[src/rtl/sprite_palette_pkg.sv]
// Shared types and power-up palette table for the sprite palette bank.
// Palettes are packed {R,G,B} words, COLOR_W bits per channel.
package sprite_palette_pkg;

  localparam int DEF_INDEX_W = 3;
  localparam int DEF_NUM_PAL = 4;
  localparam int DEF_COLOR_W = 4;
  localparam int DEF_ENTRIES = 2 ** DEF_INDEX_W;

  typedef struct packed {
    logic [DEF_COLOR_W-1:0] r;
    logic [DEF_COLOR_W-1:0] g;
    logic [DEF_COLOR_W-1:0] b;
  } rgb_t;

  localparam logic [3*DEF_COLOR_W-1:0]
    DEFAULT_PAL [DEF_NUM_PAL][DEF_ENTRIES] = '{
    '{12'hB21, 12'h0E0, 12'hDA9, 12'h000,
      12'h766, 12'h060, 12'hEEE, 12'h421},
    '{12'h000, 12'hF00, 12'h0F0, 12'h00F,
      12'hFF0, 12'h0FF, 12'hF0F, 12'hFFF},
    '{12'h000, 12'h111, 12'h333, 12'h555,
      12'h777, 12'h999, 12'hBBB, 12'hDDD},
    '{12'h000, 12'h820, 12'hA40, 12'hC60,
      12'hE80, 12'hFA0, 12'hFC4, 12'hFE8}
  };

  // Entries beyond the table (larger bank parameters) power up black.
  function automatic rgb_t default_entry(input int pal, input int idx);
    rgb_t v;
    v = '0;
    if (pal < DEF_NUM_PAL && idx < DEF_ENTRIES)
      v = rgb_t'(DEFAULT_PAL[pal][idx]);
    return v;
  endfunction

endpackage

[src/rtl/sprite_palette_bank_flash.sv]
// Hit-flash frame timer: frame countdown, on/off phase, latched palette.
// A trigger always wins over a coincident frame_start.
module sprite_flash_timer #(
  parameter int FLASH_FRAMES = 8,
  parameter int FLASH_PERIOD = 2,
  parameter int PAL_W        = 2
) (
  input  logic             i_clk,
  input  logic             i_reset,
  input  logic             i_frame_start,
  input  logic             i_trigger,
  input  logic [PAL_W-1:0] i_pal,
  output logic             o_flash_on,
  output logic [PAL_W-1:0] o_flash_pal_q,
  output logic             o_active
);

  localparam int CNT_W = $clog2(FLASH_FRAMES + 1);
  localparam int PH_W  = (FLASH_PERIOD > 1) ? $clog2(FLASH_PERIOD) : 1;
  localparam logic [PH_W-1:0] PH_LAST = PH_W'(FLASH_PERIOD - 1);

  logic [CNT_W-1:0] r_cnt;
  logic [PH_W-1:0]  r_ph;
  logic             r_on;
  logic [PAL_W-1:0] r_pal;

  always_ff @(posedge i_clk) begin
    if (i_reset) begin
      r_cnt <= '0;
      r_ph  <= '0;
      r_on  <= 1'b0;
      r_pal <= '0;
    end else if (i_trigger) begin
      r_cnt <= CNT_W'(FLASH_FRAMES);
      r_ph  <= '0;
      r_on  <= 1'b1;
      r_pal <= i_pal;
    end else if (i_frame_start && r_cnt != '0) begin
      r_cnt <= r_cnt - CNT_W'(1);
      if (r_ph == PH_LAST) begin
        r_ph <= '0;
        r_on <= ~r_on;
      end else begin
        r_ph <= r_ph + PH_W'(1);
      end
    end
  end

  assign o_active      = (r_cnt != '0);
  assign o_flash_on    = o_active && r_on;
  assign o_flash_pal_q = r_pal;

endmodule

[src/rtl/sprite_palette_bank.sv]
// Shared runtime-writable sprite palette bank with registered lookup,
// transparency keying and hit-flash override.
module sprite_palette_bank
  import sprite_palette_pkg::*;
#(
  parameter int INDEX_W      = DEF_INDEX_W,
  parameter int NUM_PAL      = DEF_NUM_PAL,
  parameter int COLOR_W      = DEF_COLOR_W,
  parameter int TRANSP_INDEX = 0,
  parameter int FLASH_FRAMES = 8,
  parameter int FLASH_PERIOD = 2,
  localparam int PAL_W = (NUM_PAL > 1) ? $clog2(NUM_PAL) : 1,
  localparam int RGB_W = 3 * COLOR_W
) (
  input  logic               i_clk,
  input  logic               i_reset,
  input  logic               i_frame_start,
  input  logic               i_pix_valid,
  input  logic [PAL_W-1:0]   i_pix_pal,
  input  logic [INDEX_W-1:0] i_pix_index,
  output logic               o_out_valid,
  output logic [COLOR_W-1:0] o_red,
  output logic [COLOR_W-1:0] o_green,
  output logic [COLOR_W-1:0] o_blue,
  output logic               o_transparent,
  input  logic               i_wr_en,
  input  logic [PAL_W-1:0]   i_wr_pal,
  input  logic [INDEX_W-1:0] i_wr_index,
  input  logic [RGB_W-1:0]   i_wr_rgb,
  input  logic               i_flash_trigger,
  input  logic [PAL_W-1:0]   i_flash_pal,
  output logic               o_flash_active
);

  localparam int ENTRIES = 2 ** INDEX_W;
  localparam logic [PAL_W:0]     NUM_PAL_L = (PAL_W+1)'(NUM_PAL);
  localparam logic [INDEX_W-1:0] TRANSP_L  = INDEX_W'(TRANSP_INDEX);

  logic [RGB_W-1:0] r_mem [NUM_PAL][ENTRIES];
  logic             r_valid;
  logic [RGB_W-1:0] r_rgb;
  logic             r_transp;

  logic             w_flash_on;
  logic [PAL_W-1:0] w_flash_pal;
  logic             w_pix_ok;
  logic             w_wr_ok;
  logic             w_transp;
  logic             w_flash_hit;
  logic [RGB_W-1:0] w_rgb;

  sprite_flash_timer #(
    .FLASH_FRAMES (FLASH_FRAMES),
    .FLASH_PERIOD (FLASH_PERIOD),
    .PAL_W        (PAL_W)
  ) u_flash (
    .i_clk         (i_clk),
    .i_reset       (i_reset),
    .i_frame_start (i_frame_start),
    .i_trigger     (i_flash_trigger),
    .i_pal         (i_flash_pal),
    .o_flash_on    (w_flash_on),
    .o_flash_pal_q (w_flash_pal),
    .o_active      (o_flash_active)
  );

  assign w_pix_ok = ({1'b0, i_pix_pal} < NUM_PAL_L);
  assign w_wr_ok  = ({1'b0, i_wr_pal} < NUM_PAL_L);
  assign w_transp = (i_pix_index == TRANSP_L);
  assign w_flash_hit = w_flash_on && !w_transp
                       && (i_pix_pal == w_flash_pal);

  always_comb begin
    w_rgb = '0;
    if (w_pix_ok)
      w_rgb = w_flash_hit ? '1 : r_mem[i_pix_pal][i_pix_index];
  end

  // Storage read above sees pre-write contents: read-before-write.
  always_ff @(posedge i_clk) begin
    if (i_reset) begin
      for (int p = 0; p < NUM_PAL; p++)
        for (int e = 0; e < ENTRIES; e++)
          r_mem[p][e] <= RGB_W'(default_entry(p, e));
    end else if (i_wr_en && w_wr_ok) begin
      r_mem[i_wr_pal][i_wr_index] <= i_wr_rgb;
    end
  end

  always_ff @(posedge i_clk) begin
    if (i_reset) begin
      r_valid  <= 1'b0;
      r_rgb    <= '0;
      r_transp <= 1'b0;
    end else begin
      r_valid <= i_pix_valid;
      if (i_pix_valid) begin
        r_rgb    <= w_rgb;
        r_transp <= w_transp;
      end
    end
  end

  assign o_out_valid   = r_valid;
  assign o_transparent = r_transp;
  assign o_red   = r_rgb[RGB_W-1 -: COLOR_W];
  assign o_green = r_rgb[2*COLOR_W-1 -: COLOR_W];
  assign o_blue  = r_rgb[COLOR_W-1:0];

endmodule

[config.mk]
export PLATFORM = sky130hd
export DESIGN_NAME = sprite_palette_bank
export DESIGN_NICKNAME = d
export VERILOG_FILES = /design/src/rtl/sprite_palette_pkg.sv /design/src/rtl/sprite_palette_bank_flash.sv /design/src/rtl/sprite_palette_bank.sv
export SDC_FILE = /design/constraint.sdc
export NUM_CORES = 1
export LEC_CHECK = 0
export BUFFER_PORTS_ARGS = -buffer_cell sky130_fd_sc_hd__buf_2
export CAP_MARGIN = 20
export CORE_MARGIN = 1
export CORE_UTILIZATION = 58
export DETAILED_ROUTE_END_ITERATION = 16
export PLACE_DENSITY = 0.76
export SYNTH_ARGS = -nofsm -noshare
export SYNTH_HDL_FRONTEND = slang
export SYNTH_SLANG_ARGS = --single-unit
[constraint.sdc]
create_clock -name i_clk -period 5.6 [get_ports i_clk]
set_input_delay 1.12 -clock i_clk [delete_from_list [all_inputs] [get_ports i_clk]]
set_output_delay 1.12 -clock i_clk [all_outputs]
set_load 0.02 [all_outputs]
# --- Word-level counts from Yosys, hierarchy flattened ---
# Memory sizes are Yosys's and may differ from the RTL's.
# Index checks and enable logic that the tools add are counted.
totals:
  ff_bits: 22
  latchBits: 0
  out_inout_bits: 15
  word_cells: 80
  n_memories: 1
  mem_bits_ro: 0
  ram_bits: 384
op_classes:
  n_mux: 49
  reduce_logical: 13
  order_cmp: 3
  mul: 0
  n_bitwise: 3
  shift: 0
  n_eq_ne: 1
  addsub: 2
  n_div: 0
mem_list:
  columns: ["name", "depth", "word_bits", "read_ports", "rd_ports_with_merged_regs", "write_ports", "line", "source"]
  rows:
  - ["r_mem", 4, 96, 1, 0, 4, "sprite_palette_bank.sv:39", "logic [RGB_W-1:0] r_mem [NUM_PAL][ENTRIES];"]
op_table:
  columns: ["operator", "n"]
  rows:
  - ["12-bit 2-to-1 mux", 33]
  - ["96-bit 2-to-1 mux", 3]
  - ["96-bit OR reduction", 1]
  - ["12-bit binary-select mux with 3-bit select", 1]
  - ["12-bit demux with 3-bit select", 1]
  - ["4-bit greater-or-equal comparator (second input constant)", 2]
  - ["1-bit 2-to-1 mux", 8]
  - ["4-bit 2-to-1 mux", 2]
  - ["3-bit inverter with 4-bit output", 2]
  - ["1-bit logical AND", 5]
  - ["4-bit by 1-bit < comparator with 1-bit output (second input constant)", 1]
  - ["2-bit nonzero test", 2]
  - ["4-bit nonzero test", 1]
  - ["4-bit by 1-bit subtractor with 4-bit output (second input constant)", 1]
  - ["3-bit logical NOT", 1]
  - ["2-bit == test", 1]
  - ["2-bit 2-to-1 mux", 1]
  - ["2-bit AND reduction", 1]
  - ["2-bit OR reduction", 1]
  - ["1-bit adder (second input constant)", 1]
  - ["1-bit logical NOT", 1]
  - ["1-bit inverter", 1]

# --- Depth between registers and ports, before layout ---
logic_depth:
  word_depth: 8
  mapped_depth: 8

# --- By module ---
# A second synthesis with hierarchy kept.
unflattened:
  cells_unflattened: 1298
  hier_area_um2: 18851.8
modules_own_cells:
  columns: ["mod", "area_per_inst_um2", "instances", "seq_area_each_um2", "cells_each"]
  rows:
  - ["sprite_palette_bank", 18466.5, 1, 11811.3, 1255]
  - ["sprite_flash_timer", 385.4, 1, 160.2, 43]

# --- Worst setup path before layout ---
# No wires, ideal clock.
synth_timing:
  path_kind: "input to register"
  from: "in i_reset"
  to: "mem r_mem[1][0] in the netlist's numbering (enable)"
  t_required_ns: 5.217
  n_path_buf: 2
  setup_time_ns: 0.383
  path_slack_ns: 2.657
  t_arrival_ns: 2.560
  path_stages: 5
  path_cell_list: "clkbuf_1 > and3b_1 > nand3_1 > clkbuf_1 > o21bai_1"
synth_rtl:
  columns: ["item", "line", "source"]
  rows:
  - ["start, declared", "sprite_palette_bank.sv:16", "input logic i_reset,"]
  - ["end, declared", "sprite_palette_bank.sv:39", null]

==> impl_metrics.tcl <==
set metrics [dict create \
    cp.arrival_ns 3.98 \
    viasPerCell 6.51 \
    drc 0 \
    drive_gt1_share_pct 16.3 \
    post-route-util_pct 64.0 \
    htreeDepth 2 \
    cts.clk_slew.worst_paths_ns 0.06 \
    relSlewSlack_pct 33.5 \
    ant_nets 0 \
    start_util_pct 59.1 \
    n_antenna_cell 0 \
    synth_cells 1311 \
    dp_hpwl_um 27900 \
    setup_slack_ns 1.82 \
    die_height_um 182 \
    p_leak_nw 6.94 \
    clkPwrFrac_pct 39.8 \
    synthesis.area_um2 18800 \
    syn_to_final_growth_pct 8.27 \
    p_sw_share_pct 22.5 \
    multi_input_area_um2 6170 \
    totalWireLength_um 45800 \
    fillers 2290 \
    grt_util_all_layers_pct 28.5 \
    yosysWarnings 0 \
    num_vias 11200 \
    core_region_area_um2 31700 \
    synthFlopType "edfxtp_1" \
    pwr-share-seq_pct 52.3 \
    final_nets 1321 \
    avgSynthCellArea_um2 14.3 \
    p_int_mw 5.25 \
    cts.sinks 406 \
    grt_setup_unrepaired "no" \
    crit_path_end_kind "register" \
    routedWlPerCell_um 26.6 \
    grt_max_degree 54 \
    setup_viol 0 \
    die-area_um2 33100 \
    p_per_area_nw_per_um2 333 \
    rows 65 \
    crit_type "input pin to register" \
    synthTopCellsByArea "edfxtp_1, mux4_2, and2_1" \
    final_cells 1717 \
    grt_overflow 0 \
    cts_resized 0 \
    cp_slowest_stage_delay_ns 0.69 \
    cts_buffer_depth 3 \
    initialDrtViolationCount 1314 \
    hold_class "register to register" \
    max_freq_mhz 265 \
    vdd_drop_max_v 0.000255 \
    grt_pass1_vias 11000 \
    dp_cells 1648 \
    portBuffers 44 \
    synth_fp_nets 1342 \
    critical-path-slowest-cell "nand2_1" \
    pre_cts_slack_ns 1.37 \
    finClkSkew_ns 0.0108 \
    ios 45 \
    switchingPower_mw 1.52 \
    hold_violations 0 \
    synthArstFlopShare_pct 0 \
    antenna_found_initial 0 \
    cts_tree "done" \
    numCtsBuffers 42 \
    seq_area_frac_synth_pct 63.8 \
    drtPass1Iterations 6 \
    die_w_um 182 \
    combinationalPowerShare_pct 7.9 \
    cp_max_fo 32 \
    grt_pass1_wl_um 69100 \
    finalSetupTns_ns 0 \
    status "finished, final reports clean" \
    critical_path_required_ns 5.80 \
    post_cts_buffers 0 \
    clk_latency_ns 0.54 \
    root_buffer "clkbuf_16" \
    synth-edff-count 384 \
    synth.top_cell.area_share_pct 61.5 \
    ys_seq_elements 406 \
    fin_crit_sh_pct 67.4 \
    drv_cap 0 \
    regArea_um2 12000 \
    cp_cell_sequence "buf_2, buf_4, nor3b_1, nand2_1, nor2_1, or2_2" \
    drv_slew 0 \
    cts_hold_buf 0 \
    tightest_slew_ns 0.996 \
    startpoint_type "input pin" \
    fin_crit_ns 3.78 \
    synth_largest_area_cell "edfxtp_1" \
    yosysUniqueCellTypes 52 \
    gp_congestion 0.844 \
]
-- synth_stat cells (all sizes together) (7+ instances only) --
library cell	number
inv	7
and2	220
nand2	63
a21oi	19
or3	166
nor3	10
or2	33
a221oi	10
mux4	82
nand3	17
dfxtp	22
nor2	57
mux2i	34
edfxtp	384
clkbuf	94
buf	28
-- cell type report --
| type | count | area share (%) |
|---|---|---|
| Timing Repair Buffer | 57 | 1.67 |
| Sequential cell | 406 | 59.0 |
| Clock inverter | 18 | 0.918 |
| Tap cell | 402 | 2.48 |
| Multi-Input combinational cell | 775 | 30.4 |
| Inverter | 8 | 0.148 |
| Clock buffer | 51 | 5.45 |
-- final timing paths --
path                                 startpoint                          to  slack, ns  cells after the start
hold / removal            r_rgb[3]$_SDFFE_PP0P_       r_rgb[3]$_SDFFE_PP0P_       0.49                      2
setup / recovery                        i_reset  r_mem[0][38]$_SDFFCE_PN1P_       1.82                      6
hold reg to reg           r_rgb[3]$_SDFFE_PP0P_       r_rgb[3]$_SDFFE_PP0P_       0.49                      2
setup reg to reg  u_flash.r_cnt[0]$_SDFFE_PP0P_       r_rgb[5]$_SDFFE_PP0P_       3.47                      8
-- critical path, delay by kind of cell --
kind          cells  cell delay, ns
buf+inv           2            0.67
simple gates      4            2.16
-- registers in the layout, summed over array words and instances, names as in the netlist --
signal	cells
o_out_valid	1
o_transparent	1
r_mem	384
r_rgb	12
u_flash.o_flash_pal_q	2
u_flash.r_cnt	4
u_flash.r_on	1
u_flash.r_ph	1
-- per-layer routing --
metal	up-vias	part of all wire, %	global-route usage [%]
met5	-	0	0
met3	83	9.0	3.95
met2	629	48	45.8
li1	4850	-	-
met4	0	2.9	9.25
met1	5609	40	40.8
-- cells in the final DEF (no fill, tap or decap), types with 17 or more instances in the layout --
cell type and n:
mux2i_1 34, clkbuf_16 43, buf_2 42, nand3_1 17
nand2_1 63, a21oi_1 19, or3_1 166, and2_1 220
mux4_2 65, dfxtp_1 22, edfxtp_1 384, or2_2 33
nor2_1 57, mux4_1 17
-- power groups by stage --
| stage | sequential (mW) | clock, mW | combinational [mW] |
|---|---|---|---|
| 5_1_grt | 3.55 | 2.83 | 0.565 |
| 4_1_cts | 3.54 | 2.71 | 0.533 |
| 3_3_place_gp | 3.60 | 0 | 0.524 |
| 6_report | 3.54 | 2.69 | 0.534 |
| 3_5_place_dp | 3.60 | 0 | 0.531 |
| 2_1_floorplan | 3.58 | 0 | 0.351 |
-- metrics by stage --
stage                     hold slack (ns)  total power [mW]  area, µm²
final                               0.488              6.77      20300
after global routing                0.525              6.95      20300
after CTS                           0.491              6.78      20300
after detailed placement            0.482              4.13      19000
after global placement              0.486              4.12      19000
after floorplan                     0.481              3.93      18800
-- cell families (layout without fill, tap and decap cells) --
kind of cell	after synthesis	count (layout)	share of synthesized area (%)
xor gates and xnor gates	7	7	0.327
DFF	406	406	63.8
muxes	116	116	12.0
adders and majority gates	1	1	0.0667
AOI/OAI and AO/OA	71	71	2.85
and+or+nand+nor	580	580	17.6
buffers and inverters	130	134	3.30
No activity file was read; power rests on OpenSTA's default activity.
